File: config.mk
export PLATFORM = sky130hd
export DESIGN_NAME = buffer_framer
export DESIGN_NICKNAME = d
export VERILOG_FILES = /design/src/rtl/buffer_framer.sv
export SDC_FILE = /design/constraint.sdc
export NUM_CORES = 1
export LEC_CHECK = 0
export ABC_CLOCK_PERIOD_IN_PS = 1900
export CAP_MARGIN = 10
export CELL_PAD_IN_SITES_DETAIL_PLACEMENT = 1
export CELL_PAD_IN_SITES_GLOBAL_PLACEMENT = 1
export CORE_MARGIN = 8
export CORE_UTILIZATION = 30
export DETAILED_ROUTE_END_ITERATION = 8
export GPL_ROUTABILITY_DRIVEN = 0
export PLACE_DENSITY_LB_ADDON = 0.1
export REMOVE_ABC_BUFFERS = 1
export SLEW_MARGIN = 20
export SYNTH_ARGS = -nofsm -noshare
export SYNTH_HDL_FRONTEND = slang
export SYNTH_SLANG_ARGS = --single-unit
File: constraint.sdc
create_clock -name clk -period 1.9 [get_ports clk]
set_input_delay 0.285 -clock clk [delete_from_list [all_inputs] [get_ports clk]]
set_output_delay 0.285 -clock clk [all_outputs]
set_load 0.05 [all_outputs]
File: src/rtl/buffer_framer.sv
// rtl/buffer_framer.sv - drains a buffer_AA read port into header/payload/trailer frames
// Optional checksum word before the trailer: define FRAMER_CHECKSUM_EN.
module buffer_framer #(
  parameter int WDTH      = 32,
  parameter int FRAME_LEN = 16,
  parameter int TIMEOUT   = 64
) (
  input  logic            clk,
  input  logic            rst_n,
  input  logic            read_full,
  input  logic [WDTH-1:0] read_data,
  output logic            read_delete,
  output logic [WDTH-1:0] out_data,
  output logic            out_nd,
  output logic            busy
);

  localparam int SW = WDTH - 8;
  localparam int IW = $clog2(TIMEOUT);

  typedef enum logic [1:0] {
    S_IDLE    = 2'd0,
    S_BODY    = 2'd1,
    S_TRAILER = 2'd2
`ifdef FRAMER_CHECKSUM_EN
    , S_CKSUM = 2'd3
`endif
  } state_t;

`ifdef FRAMER_CHECKSUM_EN
  localparam state_t S_CLOSE = S_CKSUM;
`else
  localparam state_t S_CLOSE = S_TRAILER;
`endif

  state_t          r_state;
  logic            r_read_delete;
  logic            r_out_nd;
  logic [WDTH-1:0] r_out_data;
  logic [7:0]      r_count;
  logic [IW-1:0]   r_idle_cnt;
  logic [SW-1:0]   r_seq;
`ifdef FRAMER_CHECKSUM_EN
  logic [WDTH-1:0] r_cksum;
`endif

  logic w_take;
  logic w_last;
  logic w_idle_expired;

  // The head word is stale right after a pop, so a pop is never issued back-to-back.
  assign w_take         = read_full && !r_read_delete;
  assign w_last         = (r_count == 8'(FRAME_LEN - 1));
  assign w_idle_expired = (r_idle_cnt == IW'(TIMEOUT - 1));

  assign read_delete = r_read_delete;
  assign out_nd      = r_out_nd;
  assign out_data    = r_out_data;
  assign busy        = (r_state != S_IDLE);

  always_ff @(posedge clk) begin
    if (!rst_n) begin
      r_state       <= S_IDLE;
      r_read_delete <= 1'b0;
      r_out_nd      <= 1'b0;
      r_out_data    <= '0;
      r_count       <= '0;
      r_idle_cnt    <= '0;
      r_seq         <= '0;
`ifdef FRAMER_CHECKSUM_EN
      r_cksum       <= '0;
`endif
    end else begin
      case (r_state)
        S_IDLE: begin
          r_read_delete <= 1'b0;
          if (read_full) begin
            r_out_nd   <= 1'b1;
            r_out_data <= {8'hA5, r_seq};
            r_state    <= S_BODY;
`ifdef FRAMER_CHECKSUM_EN
            r_cksum    <= '0;
`endif
          end else begin
            r_out_nd <= 1'b0;
          end
        end

        S_BODY: begin
          if (w_take) begin
            r_read_delete <= 1'b1;
            r_out_nd      <= 1'b1;
            r_out_data    <= read_data;
            r_count       <= r_count + 8'd1;
            r_idle_cnt    <= '0;
`ifdef FRAMER_CHECKSUM_EN
            r_cksum       <= r_cksum ^ read_data;
`endif
            if (w_last) begin
              r_state <= S_CLOSE;
            end
          end else begin
            r_read_delete <= 1'b0;
            r_out_nd      <= 1'b0;
            // Saturates so an empty frame waiting for its first word cannot wrap.
            if (w_idle_expired) begin
              if (r_count != 8'd0) begin
                r_state <= S_CLOSE;
              end
            end else begin
              r_idle_cnt <= r_idle_cnt + IW'(1);
            end
          end
        end

`ifdef FRAMER_CHECKSUM_EN
        S_CKSUM: begin
          r_read_delete <= 1'b0;
          r_out_nd      <= 1'b1;
          r_out_data    <= r_cksum;
          r_state       <= S_TRAILER;
        end
`endif

        S_TRAILER: begin
          r_read_delete <= 1'b0;
          r_out_nd      <= 1'b1;
          r_out_data    <= {8'h5A, SW'(r_count)};
          r_seq         <= r_seq + SW'(1);
          r_count       <= '0;
          r_idle_cnt    <= '0;
          r_state       <= S_IDLE;
        end

        default: begin
          r_read_delete <= 1'b0;
          r_out_nd      <= 1'b0;
          r_state       <= S_IDLE;
        end
      endcase
    end
  end

endmodule
# ---- Word level (Yosys, flattened, before mapping)
# Index checks and enable logic that the tools add are counted.
# W data, S select, Z words.
dict set report totals {
  register_bits 74
  in_bits 35
  output_inout_bits 35
  word_cells 49
}
dict set report op_classes {
  addsub 3
  n_eq_ne 10
  mux 17
  n_reduce_logical 12
}
# operator n
set ops {}
lappend ops {{$pmux W32 S3} 1}
lappend ops {{$mux W32} 2}
lappend ops {{$add A24 B1 Y24 const B} 1}
lappend ops {{$pmux W8 S2} 1}
lappend ops {{$mux W6} 2}
lappend ops {{$ne A3 B3 Y1 const B} 4}
lappend ops {{$pmux W6 S2} 1}
lappend ops {{$mux W2} 5}
lappend ops {{$add A8 B1 Y8 const B} 1}
lappend ops {{$eq A8 B4 Y1 const B} 1}
lappend ops {{$mux W8} 1}
lappend ops {{$reduce_bool A8 Y1} 1}
lappend ops {{$add A6 B1 Y6 const B} 1}
lappend ops {{$eq A6 B6 Y1 const B} 1}
lappend ops {{$reduce_and A2 Y1} 3}
lappend ops {{$ne A2 B2 Y1 const B} 2}
lappend ops {{$pmux W2 S2} 1}
lappend ops {{$reduce_and A4 Y1} 1}
lappend ops {{$reduce_bool A2 Y1} 2}
lappend ops {{$pmux W1 S3} 1}
lappend ops {{$reduce_and A3 Y1} 1}
lappend ops {{$reduce_bool A3 Y1} 1}
lappend ops {{$eq A2 B1 Y1 const B} 1}
lappend ops {{$eq A2 B2 Y1 const B} 1}
lappend ops {{4 further kinds} 5}

# ---- Depth between registers and ports, before layout
# Gate-level depths: netlist of run 1.
dict set report depth {
  word_depth 5
  mapped_depth 8
  mapped_depth_nobuf 6
}

# ---- Worst setup path before layout of run 1
# No wires, ideal clock.
dict set report synth_path {
  path_type {flip-flop to flip-flop}
  startpoint {register r_read_delete, in the netlist read_delete}
  endpoint {register r_out_data[6], in the netlist out_data[6]}
  setup_ps 71
  arrival_time_ps 1806
  required_ps 1829
  setup_slack_ps 24
  stages_incl_launch_ff 7
  path_buffers 2
  period_less_slack_ps 1876
  cell_sequence {dfxtp_1 nand2b_1 a211o_1 clkbuf_1 clkbuf_1 nand2_1 a21oi_1}
}
dict set report synth_via {
  elab_chain_cells 4
}
# element line_no
set synth_lines {}
lappend synth_lines {{start: declaration} 37} ;# logic r_read_delete;
lappend synth_lines {{start signal: assignment} 64} ;# r_read_delete <= 1'b0;
lappend synth_lines {{start signal: assignment} 76} ;# r_read_delete <= 1'b0;
lappend synth_lines {{start signal: assignment} 91} ;# r_read_delete <= 1'b1;
lappend synth_lines {{$logic_not A1 Y1} 52} ;# assign w_take = read_full && !r_read_delete;
lappend synth_lines {{$logic_and A1 B1 Y1} 52}
lappend synth_lines {{$ne A2 B2 Y1 (no line)} -}
lappend synth_lines {{$reduce_and A3 Y1 (no line)} -}
lappend synth_lines {{end signal: assignment} 79} ;# r_out_data <= {8'hA5, r_seq};
lappend synth_lines {{end signal: assignment} 93} ;# r_out_data <= read_data;
lappend synth_lines {{end signal: assignment} 128} ;# r_out_data <= {8'h5A, SW'(r_count)};
lappend synth_lines {{end: declaration} 39} ;# logic [WDTH-1:0] r_out_data;
# No other way between the ends.
# A chain may end at the register's enable or synchronous reset.

# ---- Final worst setup path of run 1
dict set report layout_path {
  startpoint {register r_seq[14]}
  endpoint {register r_seq[22]}
}
dict set report layout_via {
  elab_chain_cells 1
}
# element line_no
set layout_lines {}
lappend layout_lines {{start: declaration} 42} ;# logic [SW-1:0] r_seq;
lappend layout_lines {{start signal: assignment} 129} ;# r_seq <= r_seq + SW'(1);
lappend layout_lines {{$add A24 B1 Y24} 129}
# No other way between the ends.

==> metrics.md, run 1 <==
| Metric | Value |
|---|---|
| Status | `completed` |
| Crit-path cells | `nand4_1 -> or4_4 -> buf_6 -> or4_4 -> a21oi_2` |
| Vias in the first global route | `3494` |
| Max clock buf depth | `2` |
| Fmax | `533.2 MHz` |
| Initial Util | `30.36%` |
| Reg2Reg Setup Slack | `0.02 ns` |
| Worst skew pair latency | `0.34 ns` |
| Final Util | `44.35%` |
| Number of flops mapped to enable cells by yosys | `0` |
| Async set or reset register ratio after synthesis | `0%` |
| Clock skew | `0.006178 ns` |
| Width of the chip | `123.0 microns` |
| CP max FO | `13` |
| Synth-to-layout area growth | `46.09%` |
| Combinational fraction of design power | `50.7%` |
| Post-Route WL | `11.38 mm` |
| # IOs | `70` |
| CORE AREA | `11320 sq um` |
| Die area | `15140 sq um` |
| Synth cell types | `45` |
| Final Max Slew Viols | `0` |
| Post-synth top flop | `dfxtp_1` |
| Nets | `541` |
| Pwr Total | `7887 uW` |
| Clk slew on worst S/H paths | `0.06 ns` |
| Fin worst setup slack | `0.02467 ns` |
| Root Driver | `clkbuf_16` |
| Minimum clock period | `1.875 ns` |
| Max stage delay cell, worst path | `or4_4` |
| Post-synthesis sequential area ratio | `43.10%` |
| Vert. Die Dim | `123.0 microns` |
| Hold Path Cell Cnt | `2` |
| End of the worst register-to-register path | `r_seq[22]` |
| Largest net degree at the start of global routing | `40` |
| Ys Warns | `0` |
| Routed vias | `3360` |
| CP Class | `flop to flop` |
| Final period util | `98.70%` |
| Final ANT Viol Nets | `0` |
| CP max stage delay | `0.51 ns` |
| Hold endpoint | `out_data[1]` |
| First-pass GRT wire length | `18.25 mm` |
| Area of the mapped netlist | `3437 sq um` |
| Min-delay src | `out_data[1]` |
| Dpl ws | `-0.06747 ns` |
| Core Rows | `39` |
| Post-Syn Area per Cell | `8.571 sq um` |
| Final Non-Filler Cells | `645` |
| Fillers | `1335` |
| RR Startpoint | `r_seq[14]` |
| Antenna diodes | `0` |
| Post-DP HPWL | `8.011 mm` |
| Commonest non-fill, non-tap cells in the layout | `dfxtp_1 (72), clkdlybuf4s50_1 (64), nor2_1 (45)` |
| VDD IR-drop max | `0.7413 mV` |
| P_sw | `3326 uW` |
| Initial DRC Count | `153` |
| H-Tree Depth | `3` |
| Final hold vios | `0` |
| Clk pwr share | `22.9%` |
| GRT Overall Usage | `15.44%` |
| Min Hold Slack | `0.4565 ns` |
| Reg power frac | `26.4%` |
| CP endpoint kind | `flop` |
| Drt pass-1 iters | `4` |
| CTS buffer count | `9` |
| Initial antenna violation count | `0` |
| Data required, critical path | `2.18 ns` |
| Final setup viols | `0` |
| Share of layout cells above drive strength 1 | `16.53%` |
| Placed cells | `627` |
| Gr ovfl total | `0` |
| CTS tree | `built` |
| Slew HR | `65.29%` |
| Switching part of the total | `42.17%` |
| Flops & latches, synth | `74` |
| Vias per cell | `5.209` |
| Commonest non-fill, non-tap cell in the layout | `dfxtp_1` |
| Post-cts hold buffer count | `0` |
| Worst reg-to-reg path cell count | `5` |
| WL/cell | `17.64 microns` |
| Leakage | `0.001823 uW` |
| CP Launch Type | `flop` |
| RSZ-0062 raised after global routing | `true` |
| Int Pwr | `4561 uW` |
| Drc violations | `0` |
| Cell Pwr Density | `1571 nW/um^2` |
| Port buffer count | `69` |
| Clock sinks | `74` |
| Max_cap viols | `0` |
| Worst path most repeated cell | `or4_4` |
| Slew at the pin closest to its max-slew limit | `0.5191 ns` |
| Worst EP arrival | `2.15 ns` |
| Hold WC Path Type | `flop to flop` |
| Syn Inst Count | `401` |
## final cells by class
type	instances	area [sq um]	share of cell area (%)
multi-input cells	285	1869	37.23
flip-flops and latches	74	1486	29.60
repair buffers	113	1112	22.15
clock buffers	15	287.8	5.731
well taps	143	178.9	3.563
inverters	14	56.30	1.121
clock inverters	1	30.03	0.5981
## sequential cells by signal, indices dropped and copies added (netlist names)
| name | cells |
|---|---|
| r_count | 8 |
| r_idle_cnt | 6 |
| read_delete | 1 |
| out_nd | 1 |
| r_state | 2 |
| r_seq | 24 |
| out_data | 32 |
## power by group through the flow
stage / combinational, uW / sequential (uW) / clock (uW)
5_1_grt: 4320 / 2120 / 1930
3_5_place_dp: 3800 / 2110 / 0
2_1_floorplan: 1340 / 3050 / 0
4_1_cts: 3820 / 2080 / 1880
3_3_place_gp: 3770 / 2100 / 0
6_report: 4000 / 2080 / 1810
## Yosys cell counts, types with 8 or more instances
cell	number	area, sq um
dfxtp_1	74	1481
a21oi_1	28	140.1
nand2_1	28	105.1
nor3_1	27	135.1
or4_1	10	75.07
xnor2_1	10	87.58
o211ai_1	10	75.07
clkbuf_1	25	93.84
nor2_1	47	176.4
ha_1	9	112.6
a221oi_1	17	148.9
a221o_1	8	80.08
inv_1	13	48.80
a211oi_1	10	75.07
o31ai_1	10	75.07
## cells by family (layout without fill, tap and decap cells)
| logic type | count (synthesis) | in the layout | share of synthesized area, % |
|---|---|---|---|
| flops | 74 | 74 | 43.10 |
| fa+ha+maj | 9 | 9 | 3.276 |
| buf+inv | 42 | 143 | 4.841 |
| simple gates | 154 | 154 | 22.21 |
| mux | 3 | 3 | 0.8737 |
| xor+xnor | 17 | 17 | 4.332 |
| compound gates | 102 | 102 | 21.37 |
## worst max path at each step
stage / start / end / cells past startpoint
6_report: r_seq[14] / r_seq[22] / 5
5_1_grt: r_seq[14] / r_seq[22] / 5
4_1_cts: r_seq[11] / r_seq[18] / 5
3_5_place_dp: r_state[0] / out_data[27] / 7
3_3_place_gp: r_state[0] / out_data[25] / 7
2_1_floorplan: r_state[0] / out_data[25] / 6
## metal layers
layer  vias up  global-route usage, %  share of wire [%]
met3        10                  4.429                4.6
met2        51                  27.15                 51
met5         -                      0                  0
li1       1683                      -                  -
met4         0                  5.041                1.3
met1      1616                  17.68                 43
## what timing repair did
item | CTS | global route
endpoints found under the setup margin | 11 | 44
pin swaps | 1 | 6
buffers inserted | 0 | 1
cloned | 0 | 1
gates resized for setup | 4 | 20
hold endpoints to repair | 0 | 0
## per-stage QoR
step | area, sq um | TNS, ns
2_1_floorplan | 3323 | -23.24
3_3_place_gp | 4578 | -0.01206
3_5_place_dp | 4578 | -0.3805
4_1_cts | 4907 | 0
5_1_grt | 5021 | -0.1897
6_report | 5021 | 0
## critical path, delay by kind of cell (launching register included)
kind / cells / cell delay (ns)
and+or+nand+nor: 3 / 1.15
AOI/OAI and AO/OA: 1 / 0.14
DFF: 1 / 0.36
buffers and inverters: 1 / 0.16
Note: power is estimated with default switching activity, not from simulation.
==> inputs of run 2 (changes only) <==
--- a/config.mk
+++ b/config.mk
@@ -15,6 +15,7 @@
 export GPL_ROUTABILITY_DRIVEN = 0
 export PLACE_DENSITY_LB_ADDON = 0.1
 export REMOVE_ABC_BUFFERS = 1
+export SETUP_SLACK_MARGIN = 0.05
 export SLEW_MARGIN = 20
 export SYNTH_ARGS = -nofsm -noshare
 export SYNTH_HDL_FRONTEND = slang
==> run 2 against run 1 <==
Compared with the run above: critical path type unchanged; first-iteration DRC count fell by 6.5%; largest power group unchanged; cell area rose by 1.0%; setup slack improved by 0.024 ns; maximum frequency rose by 1.3%; largest cell class unchanged; sequential share of layout area fell by 0.20 points; critical path depth did not move; core utilization rose by 0.45 points.
==> metrics.md, run 2 (synthesized netlist as in run 1, its figures left out) <==
| Metric | Value |
|---|---|
| # IOs | `70 (unchanged)` |
| Drc violations | `0 (unchanged)` |
| Crit-path cells | `nand4_2 -> or4_4 -> buf_6 -> or4_1 -> a21oi_1` |
| Slew at the pin closest to its max-slew limit | `0.4845 ns (-0.03461 ns)` |
| Synth-to-layout area growth | `47.58%` |
| Final Util | `44.81% (+0.45 points)` |
| Max reg flops | `32 (unchanged)` |
| Dpl ws | `-0.06747 ns (unchanged)` |
| Vert. Die Dim | `123.0 microns (unchanged)` |
| Leakage | `0.001865 uW (+2.3%)` |
| Post-DP HPWL | `8.011 mm (unchanged)` |
| Nets | `545 (+0.74%)` |
| Cell Pwr Density | `1559 nW/um^2 (-0.74%)` |
| CTS buffer count | `9 (unchanged)` |
| Buf/Inv on CP | `1 (unchanged)` |
| First-pass GRT wire length | `18.35 mm (+0.57%)` |
| Final hold vios | `0 (unchanged)` |
| Routed met1 length | `5.103 mm (+3.2%)` |
| Die area | `15140 sq um (unchanged)` |
| CP endpoint kind | `flop` |
| Clk slew on worst S/H paths | `0.06 ns (about the same)` |
| CP max stage delay | `0.51 ns (about the same)` |
| CP Launch Type | `flop` |
| CORE AREA | `11320 sq um (unchanged)` |
| Width of the chip | `123.0 microns (unchanged)` |
| Final Max Slew Viols | `0 (unchanged)` |
| Fin worst setup slack | `0.04842 ns (+0.02375 ns)` |
| Post-Route WL | `11.54 mm (+1.4%)` |
| CTS tree | `built` |
| Vias in the first global route | `3518 (+0.69%)` |
| Slew HR | `66.87% (+1.6 points)` |
| Status | `completed` |
| Min-delay src | `out_data[1]` |
| Wire length on met3 | `518 microns (-1.9%)` |
| Worst EP arrival | `2.12 ns (-0.03 ns)` |
| Final ANT Viol Nets | `0 (unchanged)` |
| RSZ-0062 raised after global routing | `true` |
| CP max FO | `7 (-6)` |
| VDD IR-drop max | `0.7405 mV (-0.11%)` |
| Minimum clock period | `1.852 ns (-0.02375 ns)` |
| Post-cts hold buffer count | `0 (unchanged)` |
| GRT Overall Usage | `15.52% (+0.077 points)` |
| Hold WC Path Type | `flop to flop` |
| Max layer used | `met4` |
| Vias per cell | `5.277 (+1.3%)` |
| Commonest non-fill, non-tap cell in the layout | `dfxtp_1` |
| Largest net degree at the start of global routing | `40 (unchanged)` |
| Data required, critical path | `2.17 ns (about the same)` |
| CP delay by family, top | `simple AND/OR/NAND/NOR gates` |
| Max clock buf depth | `2 (unchanged)` |
| Gr ovfl total | `0 (unchanged)` |
| Clock skew | `0.006633 ns (+0.0004547 ns)` |
| Final setup viols | `0 (unchanged)` |
| RR Startpoint | `r_seq[8]` |
| Commonest non-fill, non-tap cells in the layout | `dfxtp_1 (68), clkdlybuf4s50_1 (63), nor2_1 (45)` |
| Port buffer count | `69 (unchanged)` |
| Pwr Total | `7909 uW (+0.28%)` |
| Antenna diodes | `0 (unchanged)` |
| Final period util | `97.45% (-1.3 points)` |
| WL/cell | `17.78 microns (+0.77%)` |
| Drt pass-1 iters | `4 (unchanged)` |
| WL met2 | `5.769 mm (+0.12%)` |
| CP startpoint | `r_seq[8]` |
| Clock sinks | `74 (unchanged)` |
| Root Driver | `clkbuf_16` |
| CP Class | `flop to flop` |
| Cell Area, Placed | `4578 sq um (unchanged)` |
| Share of layout cells above drive strength 1 | `18.97% (+2.4 points)` |
| Fin area | `5072 sq um (+1.0%)` |
| Initial antenna violation count | `0 (unchanged)` |
| Worst skew pair latency | `0.34 ns (about the same)` |
| Fmax | `540.1 MHz (+1.3%)` |
| Initial DRC Count | `143 (-6.5%)` |
| H-Tree Depth | `3 (unchanged)` |
| Core Rows | `39 (unchanged)` |
| Initial Util | `30.36% (unchanged)` |
| Max_cap viols | `0 (unchanged)` |
| Routed vias | `3425 (+1.9%)` |
| Max stage delay cell, worst path | `or4_4` |
## run 2: power breakdown
| group | internal (uW) | total, uW | switching, uW |
|---|---|---|---|
| clock network | 1160 | 1810 | 649 |
| logic | 1510 | 4010 | 2510 |
| registers | 1890 | 2080 | 199 |
| total | 4560 | 7910 | 3350 |
## run 2: stage by stage
step           hold slack, ns  instances  setup TNS (ns)
5_1_grt                0.4862        649        -0.08863
2_1_floorplan          0.4218        373          -23.24
6_report               0.4552        649               0
3_5_place_dp           0.4558        627         -0.3805
3_3_place_gp           0.4465        627        -0.01206
4_1_cts                0.4640        646               0
## run 2: area by class of cell
class | count | area (sq um)
Fill cell | 1344 | 6248
Clock inverter | 1 | 30.03
Multi-Input combinational cell | 285 | 1882
Clock buffer | 15 | 287.8
Tap cell | 143 | 178.9
Inverter | 14 | 56.30
Timing Repair Buffer | 117 | 1146
Sequential cell | 74 | 1491
## run 2: what timing repair did
action	4_1_cts	5_1_grt
gates cloned	1	1
pin swaps	2	3
buffers inserted	2	2
setup endpoints to repair	22	50
resized for setup	8	26
## run 2: worst paths after layout
check,end,slack [ns],cells after the start
setup / recovery,r_seq[20],0.05,5
hold / removal,out_data[1],0.46,2
setup reg to reg,r_seq[20],0.05,5
hold reg to reg,out_data[1],0.46,2
## run 2: tightest hold or removal path, cell delays in order, from the launching register on
cell     delay [ns]
dfxtp_1        0.31
nand2_1        0.05
a21oi_1        0.05
## run 2: per-layer routing
metal | vias to the layer above | track usage, %
met1 | 1666 | 17.73
met5 | - | 0
met3 | 10 | 4.429
met4 | 0 | 5.041
met2 | 51 | 27.35
li1 | 1698 | -
